[src/rtl/fetch_pkg.sv]
// Shared definitions for the instruction-fetch sequencer: state encoding, instruction size
// and the default boot address.
package fetch_pkg;

   typedef enum logic [1:0] {StIdle, StFetch, StHold, StFlush} fetch_state_e;

   localparam int unsigned INSN_BYTES = 4;
   localparam logic [63:0] DEFAULT_RESET_VECTOR = 64'hFFFF_FFFF_FFFF_FF00;

endpackage

[src/rtl/instruction_fetch.sv]
// Instruction-fetch sequencer: one bus cycle at a time, single-entry instruction buffer
// toward decode, redirects at any time with stale bus data discarded.
module instruction_fetch
   import fetch_pkg::*;
#(
   parameter int unsigned   AW           = 64,
   parameter logic [AW-1:0] RESET_VECTOR = AW'(DEFAULT_RESET_VECTOR)
) (
   input  logic          clk_i,
   input  logic          reset_i,
   output logic [AW-1:0] iadr_o,
   output logic          istb_o,
   input  logic          iack_i,
   input  logic [31:0]   idat_i,
   input  logic          jump_i,
   input  logic [AW-1:0] jump_target_i,
   output logic [31:0]   ir_o,
   output logic [AW-1:0] pc_o,
   output logic          ir_valid_o,
   input  logic          ir_ready_i
);

   fetch_state_e  state_q, state_d;
   logic [AW-1:0] fpc_q, fpc_d;
   logic [AW-1:0] redirect_q, redirect_d;
   logic [31:0]   ir_q, ir_d;
   logic [AW-1:0] pc_q, pc_d;
   logic          valid_q, valid_d;
   logic [AW-1:0] target;

   assign target = {jump_target_i[AW-1:2], 2'b00};

   // Low target bits are architecturally ignored.
   logic unused_target_lsbs;
   assign unused_target_lsbs = ^jump_target_i[1:0];

   always_comb begin
      state_d    = state_q;
      fpc_d      = fpc_q;
      redirect_d = redirect_q;
      ir_d       = ir_q;
      pc_d       = pc_q;
      valid_d    = valid_q;
      unique case (state_q)
         StIdle: begin
            state_d = StFetch;
         end
         StFetch: begin
            if (jump_i) begin
               if (iack_i) begin
                  fpc_d = target;
               end else begin
                  // The open bus cycle keeps its address; the target waits in redirect_q.
                  redirect_d = target;
                  state_d    = StFlush;
               end
            end else if (iack_i) begin
               ir_d    = idat_i;
               pc_d    = fpc_q;
               valid_d = 1'b1;
               fpc_d   = fpc_q + AW'(INSN_BYTES);
               state_d = StHold;
            end
         end
         StHold: begin
            if (jump_i) begin
               fpc_d   = target;
               valid_d = 1'b0;
               state_d = StFetch;
            end else if (ir_ready_i) begin
               valid_d = 1'b0;
               state_d = StFetch;
            end
         end
         StFlush: begin
            if (jump_i) begin
               redirect_d = target;
            end
            if (iack_i) begin
               fpc_d   = jump_i ? target : redirect_q;
               state_d = StFetch;
            end
         end
         default: begin
            state_d = StIdle;
         end
      endcase
   end

   always_ff @(posedge clk_i) begin
      if (reset_i) begin
         state_q    <= StIdle;
         fpc_q      <= RESET_VECTOR;
         redirect_q <= '0;
         ir_q       <= '0;
         pc_q       <= '0;
         valid_q    <= 1'b0;
      end else begin
         state_q    <= state_d;
         fpc_q      <= fpc_d;
         redirect_q <= redirect_d;
         ir_q       <= ir_d;
         pc_q       <= pc_d;
         valid_q    <= valid_d;
      end
   end

   assign iadr_o     = fpc_q;
   assign istb_o     = (state_q == StFetch) || (state_q == StFlush);
   assign ir_o       = ir_q;
   assign pc_o       = pc_q;
   assign ir_valid_o = valid_q;

endmodule

[config.mk]
export PLATFORM = sky130hd
export DESIGN_NAME = instruction_fetch
export DESIGN_NICKNAME = d
export VERILOG_FILES = /design/src/rtl/fetch_pkg.sv /design/src/rtl/instruction_fetch.sv
export SDC_FILE = /design/constraint.sdc
export NUM_CORES = 1
export LEC_CHECK = 0
export ABC_AREA = 0
export BUFFER_PORTS_ARGS = -buffer_cell sky130_fd_sc_hd__buf_2
export CAP_MARGIN = 20
export CORE_UTILIZATION = 25
export CTS_CLUSTER_DIAMETER = 80
export DETAILED_ROUTE_END_ITERATION = 12
export PLACE_DENSITY = 0.43
export SLEW_MARGIN = 0
export SYNTH_ARGS = -nofsm -noshare
export SYNTH_HDL_FRONTEND = slang
export SYNTH_SLANG_ARGS = --single-unit
[constraint.sdc]
create_clock -name clk_i -period 2.3 [get_ports clk_i]
set_input_delay 0.23 -clock clk_i [delete_from_list [all_inputs] [get_ports clk_i]]
set_output_delay 0.23 -clock clk_i [all_outputs]
set_load 0.005 [all_outputs]
# Word-level counts from Yosys, hierarchy flattened
# Cells that the tools add are included.
# totals
latch_bits	0
rom_bits	0
mem_count	0
mem_bits_rw	0
regBits	227
word_cells	52
inputBits	101
# op_classes
div	0
n_addsub	1
n_mul	0
bitwise	1
n_lt_le_gt_ge	0
n_reduce_logical	10
muxes	22
eq_ne	12
shift	0
# ops
cell	count
$mux W64	8
$pmux W64 S3	1
$pmux W64 S2	1
$add A64 B3 Y64 const B	1
$mux W2	6
$ne A2 B2 Y1 const B	6
$reduce_and A4 Y1	3
$ne A3 B3 Y1 const B	3
$pmux W2 S4	1
$reduce_and A3 Y1	2
$eq A2 B2 Y1 const B	2
$mux W1	4
$reduce_bool A2 Y1	2
$reduce_bool A3 Y1	1
$eq A2 B1 Y1 const B	1
$logic_not A2 Y1	1
$pmux W1 S2	1
$logic_or A1 B1 Y1	1
$not A1 Y1	1

# Logic depth before layout (Yosys ltp)
# Gate-level depths: netlist of the first run.
# logic_depth
ltp_word	4
mapped_depth	8
mapped_depth_nobuf	6

# Least setup slack after synthesis of the first run
# OpenSTA, ideal clock, no wires.
# synth_path
path_kind	reg2reg
start	register fpc_q[4] (netlist: iadr_o[4])
end	register fpc_q[59] (netlist: iadr_o[59])
period_less_slack_ns	2.355
t_arrival_ns	2.276
required_time_ns	2.221
stages_incl_launch_ff	7
path_slack_ns	-0.055
setup_ns	0.079
cell_sequence	dfxtp_1 > buf_4 > nand4_1 > or4_1 > or4_4 > or4_1 > o211ai_1
# synth_via
elab_chain_cells	4
# synth_rtl
element	line	rtl
start: declaration	instruction_fetch.sv:24	logic [AW-1:0] fpc_q, fpc_d;
start signal: assignment	instruction_fetch.sv:100	fpc_q <= fpc_d;
$add A64 B3 Y64	instruction_fetch.sv:61	fpc_d = fpc_q + AW'(INSN_BYTES);
$mux W64	instruction_fetch.sv:57	end else if (iack_i) begin
$mux W64	instruction_fetch.sv:49	if (jump_i) begin
$pmux W64 S3	instruction_fetch.sv:44	unique case (state_q)
# Every way passes these cells. The select of a mux whose other input is x is not followed.
# A chain may end at the register's enable or synchronous reset.

# Final worst setup path of the first run
# layout_path
start	register fpc_q[35] (netlist: iadr_o[35])
end	register fpc_q[63] (netlist: iadr_o[63])
# Same word-level chain as after synthesis.

==> metrics.md, run 1 <==
| Metric | Value |
|---|---|
| Status | completed |
| Setup crit start | iadr_o[35]$_SDFFE_PP1P_ |
| Final hold vios | 0 |
| Starting density of the core | 25.3% |
| Setup Skew | between 20 and 25 ps |
| Headroom to the max-slew limit | between 20% and 30% |
| Clock Sinks | 227 |
| WL final | 47.9 mm |
| Drt drc | 0 |
| Most frequent cells in the layout | nand2_1, buf_2, dfxtp_1 |
| Core ar. | 0.0431 mm² |
| Final period util | 96.0% |
| CP startpoint kind | register |
| Flop2flop setup slack | between 90 and 100 ps |
| ANT nets after route | 0 |
| Mux cell area share after synthesis | 0.562% |
| Detailed-route wire length per cell | 19.5 µm |
| Root buffer cell | clkbuf_16 |
| Total power | 11200 µW |
| Commonest non-fill, non-tap cell in the layout | nand2_1 |
| TritonCTS clock tree | yes |
| Initial antenna violation count | 0 |
| Fill count | 4568 |
| Post-synthesis compound-gate area fraction | a little over a quarter |
| Main combinational cell family by area after synthesis | compound AO/OA/AOI/OAI gates |
| Die W | 211 µm |
| Routed vias | 12400 |
| Initial DRC Count | 1159 |
| Cells after Synth | 1437 |
| GRT Util Overall | 20.8% |
| Fin crit period | 2210 ps |
| Synthesized-area fraction occupied by adder cells | 0.115% |
| Fin nets | between 1500 and 2000 |
| Antenna Cells | 0 |
| Max cap viols | 0 |
| Post-Synth XOR/XNOR Area | 0.321% |
| Number of enable flip-flop cells after synthesis | 0 |
| Critical Path Fanout Max | 10 |
| Multi-input gate area | 0.00593 mm² |
| IO Port Bufs | 260 |
| Worst skew pair latency | 580 ps |
| Reg2reg end | iadr_o[63]$_SDFFE_PP1P_ |
| Max-slew violation count | 0 |
| WHS Endpoint | state_q[1]$_SDFFE_PP0P_ |
| H-tree levels | 1 |
| Post-Syn Area | 0.0109 mm² |
| Tightest Pin Transition | 1130 ps |
| Syn nets | 1539 |
| Kind of critical path | register to register |
| Peak supply drop | approximately 0.55 mV |
| Synth Flop Type | dfxtp_1 |
| Synth cell types | 67 |
| Yosys warns | 0 |
| WHS | 53.9 ps |
| Reg area | 0.00455 mm² |
| Crit. End Element | register |
| Vias per cell | ~5.0 |
| F_max | between 400 and 500 MHz |
| CTS Buffer Depth | 3 |
| Final setup viols | 0 |
| Number of global-route vias before repair | 11500 |
| RSZ-0062 raised after global routing | true |
| RD Place Congestion | about 0.90 |
| TritonCTS Buffers | 30 |
| First-pass GRT wire length | roughly 70 mm |
| Ys async rst share | 0% |
| HPWL after DPL | 34.1 mm |
| Synthesized flop and latch total | approximately 230 |
| Hold path cells | 4 |
| Min-delay worst type | input pin to register |
| Arrival @ worst endpoint | about 2700 ps |
| Seq/Total Area, Yosys | between 40% and 50% |
| Hold path start | ir_ready_i |
| Area of the die | 0.0445 mm² |
| Worst Reg-to-Reg Cells | 8 |
| Worst endpoint required time | 2760 ps |
| Synth Area in Simple Gates | approximately a quarter |
| I/O Pins | roughly 260 |
| Reg2Reg Launch Point | iadr_o[35]$_SDFFE_PP1P_ |
| Die Y | roughly 210 µm |
| Layout area overhead | 44.7% |
| Avg Cell Area, Syn | 7.60 µm² |
| Lkg Pwr | 0.00642 µW |
| Share of cells above drive strength 1 | 26.6% |
| Clock transition at path regs | 60 ps |
| # rows | 76 |
| Finished Core Util | roughly 37% |
| Initial DRT Pass Iterations | 5 |
| Largest net degree at the start of global routing | 75 |
| Power per cell area | 709 mW/mm² |
| Total global routing overflow | 0 |
[area by class of cell]
| class | count | share of cell area [%] |
|---|---|---|
| multi-input cells | 1068 | 37.5 |
| flip-flops and latches | 227 | 28.8 |
| repair buffers | 512 | 22.5 |
| clock buffers | 41 | 5.47 |
| well taps | 585 | 4.63 |
| clock inverters | 11 | 0.705 |
| inverters | 16 | 0.380 |
[logic make-up (layout without fill, tap and decap cells)]
group	count (synthesis)	after routing
compound gates	444	444
xor+xnor	4	4
simple gates	613	613
fa+ha+maj	1	1
buf+inv	142	580
mux	6	6
flops	227	227
[state kept, by name, summed over array words and instances (netlist names)]
signal and flops:
iadr_o 64, pc_o 64, redirect_q 64, ir_o 32
state_q 2, ir_valid_o 1
[how the worst max path moves through the flow]
stage / endpoint / slack, ps / cells past startpoint
global placement: iadr_o[59]$_SDFFE_PP1P_ / 30 / 5
global route: iadr_o[63]$_SDFFE_PP1P_ / -20 / 8
detailed placement: iadr_o[59]$_SDFFE_PP1P_ / 7 / 5
finish: iadr_o[63]$_SDFFE_PP1P_ / 90 / 8
floorplan: iadr_o[48]$_SDFFE_PP1P_ / 1 / 6
CTS: iadr_o[59]$_SDFFE_PP1P_ / 3 / 5
[worst max-delay path, stage by stage (launching register included)]
cell and delay [ps]:
dfxtp_1 330, nand4_1 270, buf_4 250, nor4_2 240
buf_4 160, nand4_1 110, buf_6 180, or3_1 370
a31o_2 200
[cells in the mapped netlist (4+ instances only)]
library cell / number / area (µm²)
nand2_1: 381 / 1430
dfxtp_1: 227 / 4540
a21oi_1: 193 / 966
clkbuf_1: 108 / 405
nor2_1: 49 / 184
a22o_1: 48 / 420
nand4_1: 39 / 244
o21ai_0: 39 / 195
nand3_1: 31 / 155
a221oi_1: 23 / 201
o211ai_1: 23 / 173
nor3_1: 21 / 105
a221o_1: 18 / 180
a22oi_1: 18 / 135
inv_1: 16 / 60.1
nor4_1: 16 / 100
and3_1: 15 / 93.8
buf_1: 14 / 52.6
or3_1: 11 / 68.8
or4_1: 11 / 82.6
a31oi_1: 7 / 43.8
and4_1: 7 / 61.3
o2bb2ai_1: 7 / 61.3
o41ai_1: 7 / 61.3
a211oi_1: 6 / 45.0
and2_1: 6 / 37.5
nor2b_1: 6 / 37.5
o31ai_1: 6 / 45.0
or2_2: 6 / 37.5
a211o_1: 5 / 43.8
a41oi_1: 5 / 43.8
mux2i_1: 5 / 50.1
o221ai_1: 4 / 35.0
o311ai_0: 4 / 35.0
[metal layers]
metal  GRT usage (%)  up-vias  share of wire, %
met3            3.67       49               6.8
met4            4.55        0               1.9
li1                -     6052                 -
met5               0        -                 0
met1            30.9     5938                47
met2            31.0      357                44
[report_power, final]
part	internal (µW)	leakage, µW	switching, µW
Clock	2820	0.000484	1850
Combinational	955	0.00409	1310
Sequential	4130	0.00185	129
[what timing repair did]
action	4_1_cts	5_1_grt
pin swaps	0	8
resized for setup	1	11
buffers inserted	0	3
hold buffers	94	0
setup endpoints to repair	1	10
hold endpoints to repair	100	0
[stage by stage]
step | std cells | setup TNS, ps | area (µm²) | setup slack, ps
after floorplan | 1437 | 0 | 10900 | 1.38
after global placement | 2311 | 0 | 13800 | 33.5
after detailed placement | 2311 | 0 | 13800 | 7.43
after CTS | 2457 | 0 | 15700 | 2.95
after global routing | 2460 | -19.9 | 15800 | -18.1
final | 2460 | 0 | 15800 | 91.3
Note: power is estimated with default switching activity, not from simulation.
==> inputs of run 2 (changes only) <==
--- a/config.mk
+++ b/config.mk
@@ -5,14 +5,14 @@
 export SDC_FILE = /design/constraint.sdc
 export NUM_CORES = 1
 export LEC_CHECK = 0
-export ABC_AREA = 0
+export ABC_AREA = 1
 export BUFFER_PORTS_ARGS = -buffer_cell sky130_fd_sc_hd__buf_2
 export CAP_MARGIN = 20
 export CORE_UTILIZATION = 25
 export CTS_CLUSTER_DIAMETER = 80
 export DETAILED_ROUTE_END_ITERATION = 12
-export PLACE_DENSITY = 0.43
-export SLEW_MARGIN = 0
+export PLACE_DENSITY = 0.42
+export SLEW_MARGIN = 20
 export SYNTH_ARGS = -nofsm -noshare
 export SYNTH_HDL_FRONTEND = slang
 export SYNTH_SLANG_ARGS = --single-unit
==> metrics.md, run 2 <==
| Metric | Value |
|---|---|
| Ys async rst share | 0% |
| Share of cells above drive strength 1 | 18.3% |
| Power per cell area | 732 mW/mm² |
| Fin crit period | 2140 ps |
| Yosys warns | 0 |
| Clock transition at path regs | around 60 ps |
| Lkg Pwr | 0.00794 µW |
| Setup TNS | 0 ps |
| Cells after Synth | 1859 |
| Final period util | slightly above 90% |
| RD Place Congestion | 0.864 |
| Seq pwr share | between 30% and 40% |
| Core ar. | 0.0478 mm² |
| Peak supply drop | around 0.53 mV |
| Final hold vios | 0 |
| Critical Path Fanout Max | 7 |
| WL final | 51.2 mm |
| Initial DRT Pass Iterations | 7 |
| Final setup viols | 0 |
| Pre-CTS worst setup slack | around 150 ps |
| Hold path start | jump_target_i[12] |
| CP startpoint kind | register |
| Worst endpoint required time | 2810 ps |
| Final worst slack | roughly 160 ps |
| Tightest Pin Transition | slightly below 600 ps |
| F_max | 468 MHz |
| Post-Syn Area | 0.0121 mm² |
| Largest cells by area after synthesis | dfxtp_1, nand2_1, a21oi_1 |
| Status | completed |
| Synth cell types | 42 |
| Clock Sinks | 227 |
| Layout area overhead | 32.0% |
| Total power | 11700 µW |
| I/O Pins | 263 |
| Commonest non-fill, non-tap cell in the layout | nand2_1 |
| First-pass GRT wire length | 77.9 mm |
| Max-slew violation count | 0 |
| Placed cell count | 2671 |
| WHS Endpoint | redirect_q[12]$_SDFFE_PP0P_ |
| Post CTS Setup Buffer Count | 0 |
| Finished Core Util | between 30% and 40% |
| GRT Util Overall | 20.3% |
| Vias per cell | 4.78 |
| Layout Cells excl Fill | 2808 |
| Initial DRC Count | 899 |
| Max cap viols | 0 |
| Root buffer cell | clkbuf_16 |
| CTS Buffer Depth | 3 |
| H-tree levels | 1 |
| Crit. End Element | register |
| Flop2flop setup slack | 160 ps |
| Seq/Total Area, Yosys | a little under two fifths |
| Most frequent cells in the layout | nand2_1, buf_2, a21oi_1 |
| Number of enable flip-flop cells after synthesis | 0 |
| Combinational power share | 22.4% |
| Area of the die | 0.0494 mm² |
| Hold path cells | 3 |
| Drt drc | 0 |
| Starting density of the core | 25.4% |
| Largest net degree at the start of global routing | 106 |
| Reg2reg end | iadr_o[56]$_SDFFE_PP1P_ |
| Initial antenna violation count | 4 |
| P_sw | 3790 µW |
| Die W | 222 µm |
| Arrival @ worst endpoint | 2650 ps |
| IO Port Bufs | 260 |
| Synth Flop Type | dfxtp_1 |
| Detailed-route wire length per cell | 18.2 µm |
| Avg Cell Area, Syn | 6.53 µm² |
| Cell taking the most area after synthesis | dfxtp_1 |
| Kind of critical path | register to register |
| RSZ-0062 raised after global routing | true |
| Sw frac | 32.3% |
| Number of global-route vias before repair | 13000 |
| HPWL after DPL | 37.6 mm |
| Synthesized flop and latch total | 227 |
| Die Y | between 200 and 250 µm |
| Fill count | 5307 |
| Post-synth top cells | nand2_1, a21oi_1, dfxtp_1, o21ai_0, nor2_1 |
| Setup Skew | 7.98 ps |
| Min-delay worst type | input pin to register |
| Worst skew pair latency | 570 ps |
| Clock network power share | between 30% and 40% |
| TritonCTS clock tree | yes |
| Reg2Reg Launch Point | iadr_o[2]$_SDFFE_PP0P_ |
| Total global routing overflow | 0 |
| TritonCTS Buffers | 29 |
| Int Pwr | 7940 µW |
| Fin nets | 2280 |
| Syn nets | 1961 |
| ANT nets after route | 0 |
| Top cell type's share of synthesized area | 37.5% |
| Count leader, synth | nand2_1 |
| # rows | 80 |
| Worst Reg-to-Reg Cells | 11 |
| Routed vias | 13400 |
| Headroom to the max-slew limit | 60.2% |
run 2: cell count changes in the layout (fill, tap and decap cells not counted), moves of 22 or more:
cell and delta:
a21o_1 +31, a21oi_1 +41, a221oi_1 -22, a22o_1 -48, buf_4 -111, inv_1 +157, nand2_1 +58, nand3_1 +70
nor2_1 +129, o21ai_0 +181
run 2: kinds of logic (layout without fill, tap and decap cells):
family | Yosys count | after routing | synth area share (%)
AOI/OAI and AO/OA | 537 | 537 | 23.7
xor gates and xnor gates | 4 | 4 | 0.289
adders and majority gates | 1 | 1 | 0.103
buffers and inverters | 292 | 625 | 9.93
DFF | 227 | 227 | 37.5
other | 0 | 1 | 0
and+or+nand+nor | 798 | 798 | 28.6
run 2: metal layers:
metal | up-vias | part of all wire [%] | track usage, %
met1 | 6238 | 43 | 25.4
met4 | 6 | 4.3 | 8.11
met2 | 368 | 47 | 34.7
met5 | - | 0.059 | 0
li1 | 6743 | - | -
met3 | 80 | 5.4 | 3.29
run 2: how the worst max path moves through the flow:
| stage | start | end | slack [ps] | cells past startpoint |
|---|---|---|---|---|
| 6_report | iadr_o[2]$_SDFFE_PP0P_ | iadr_o[56]$_SDFFE_PP1P_ | 160 | 11 |
| 5_1_grt | state_q[1]$_SDFFE_PP0P_ | iadr_o[9]$_SDFFE_PP1P_ | -10 | 11 |
| 4_1_cts | iadr_o[2]$_SDFFE_PP0P_ | iadr_o[56]$_SDFFE_PP1P_ | 130 | 11 |
| 3_5_place_dp | iadr_o[2]$_SDFFE_PP0P_ | iadr_o[56]$_SDFFE_PP1P_ | 150 | 11 |
| 3_3_place_gp | iadr_o[15]$_SDFFE_PP1P_ | iadr_o[27]$_SDFFE_PP1P_ | 160 | 9 |
| 2_1_floorplan | iadr_o[3]$_SDFFE_PP0P_ | iadr_o[58]$_SDFFE_PP1P_ | 610 | 12 |
run 2: power by group through the flow:
| stage | Clock (µW) | Combinational, µW | Sequential, µW |
|---|---|---|---|
| 4_1_cts | 4710 | 2650 | 4520 |
| 3_5_place_dp | 0 | 2500 | 4610 |
| 6_report | 4570 | 2630 | 4520 |
| 2_1_floorplan | 0 | 1510 | 4540 |
| 5_1_grt | 4850 | 2940 | 4570 |
| 3_3_place_gp | 0 | 2490 | 4600 |
run 2: layout make-up:
cell class	count	area, µm²	area share (%)
flip-flops and latches	227	4540	28.4
diodes	1	2.50	0.0156
well taps	615	769	4.81
inverters	181	682	4.26
clock buffers	40	807	5.04
multi-input cells	1340	6400	40.0
clock inverters	5	100	0.625
repair buffers	399	2700	16.9
run 2: critical path, stage by stage, from the launching register on:
cell and delay (ps):
dfxtp_1 420, ha_1 230, nand2_2 100, nor2_4 160, nand3_2 210, nor3_4 400
nand3_1 140, nand2_1 90, nand3_1 130, nand2_1 90, nand2_1 50, nand2_1 60
run 2: through the flow:
stage / hold slack (ps) / area (µm²)
floorplan: 308 / 12100
global placement: 433 / 14200
detailed placement: 437 / 14200
CTS: 5.95 / 16000
global route: 36.1 / 16000
finish: 43.0 / 16000
run 2: timing repair:
item	CTS	global route
resized for setup	0	2
hold buffers	91	0
endpoints found under the hold margin	96	0
setup endpoints to repair	0	14
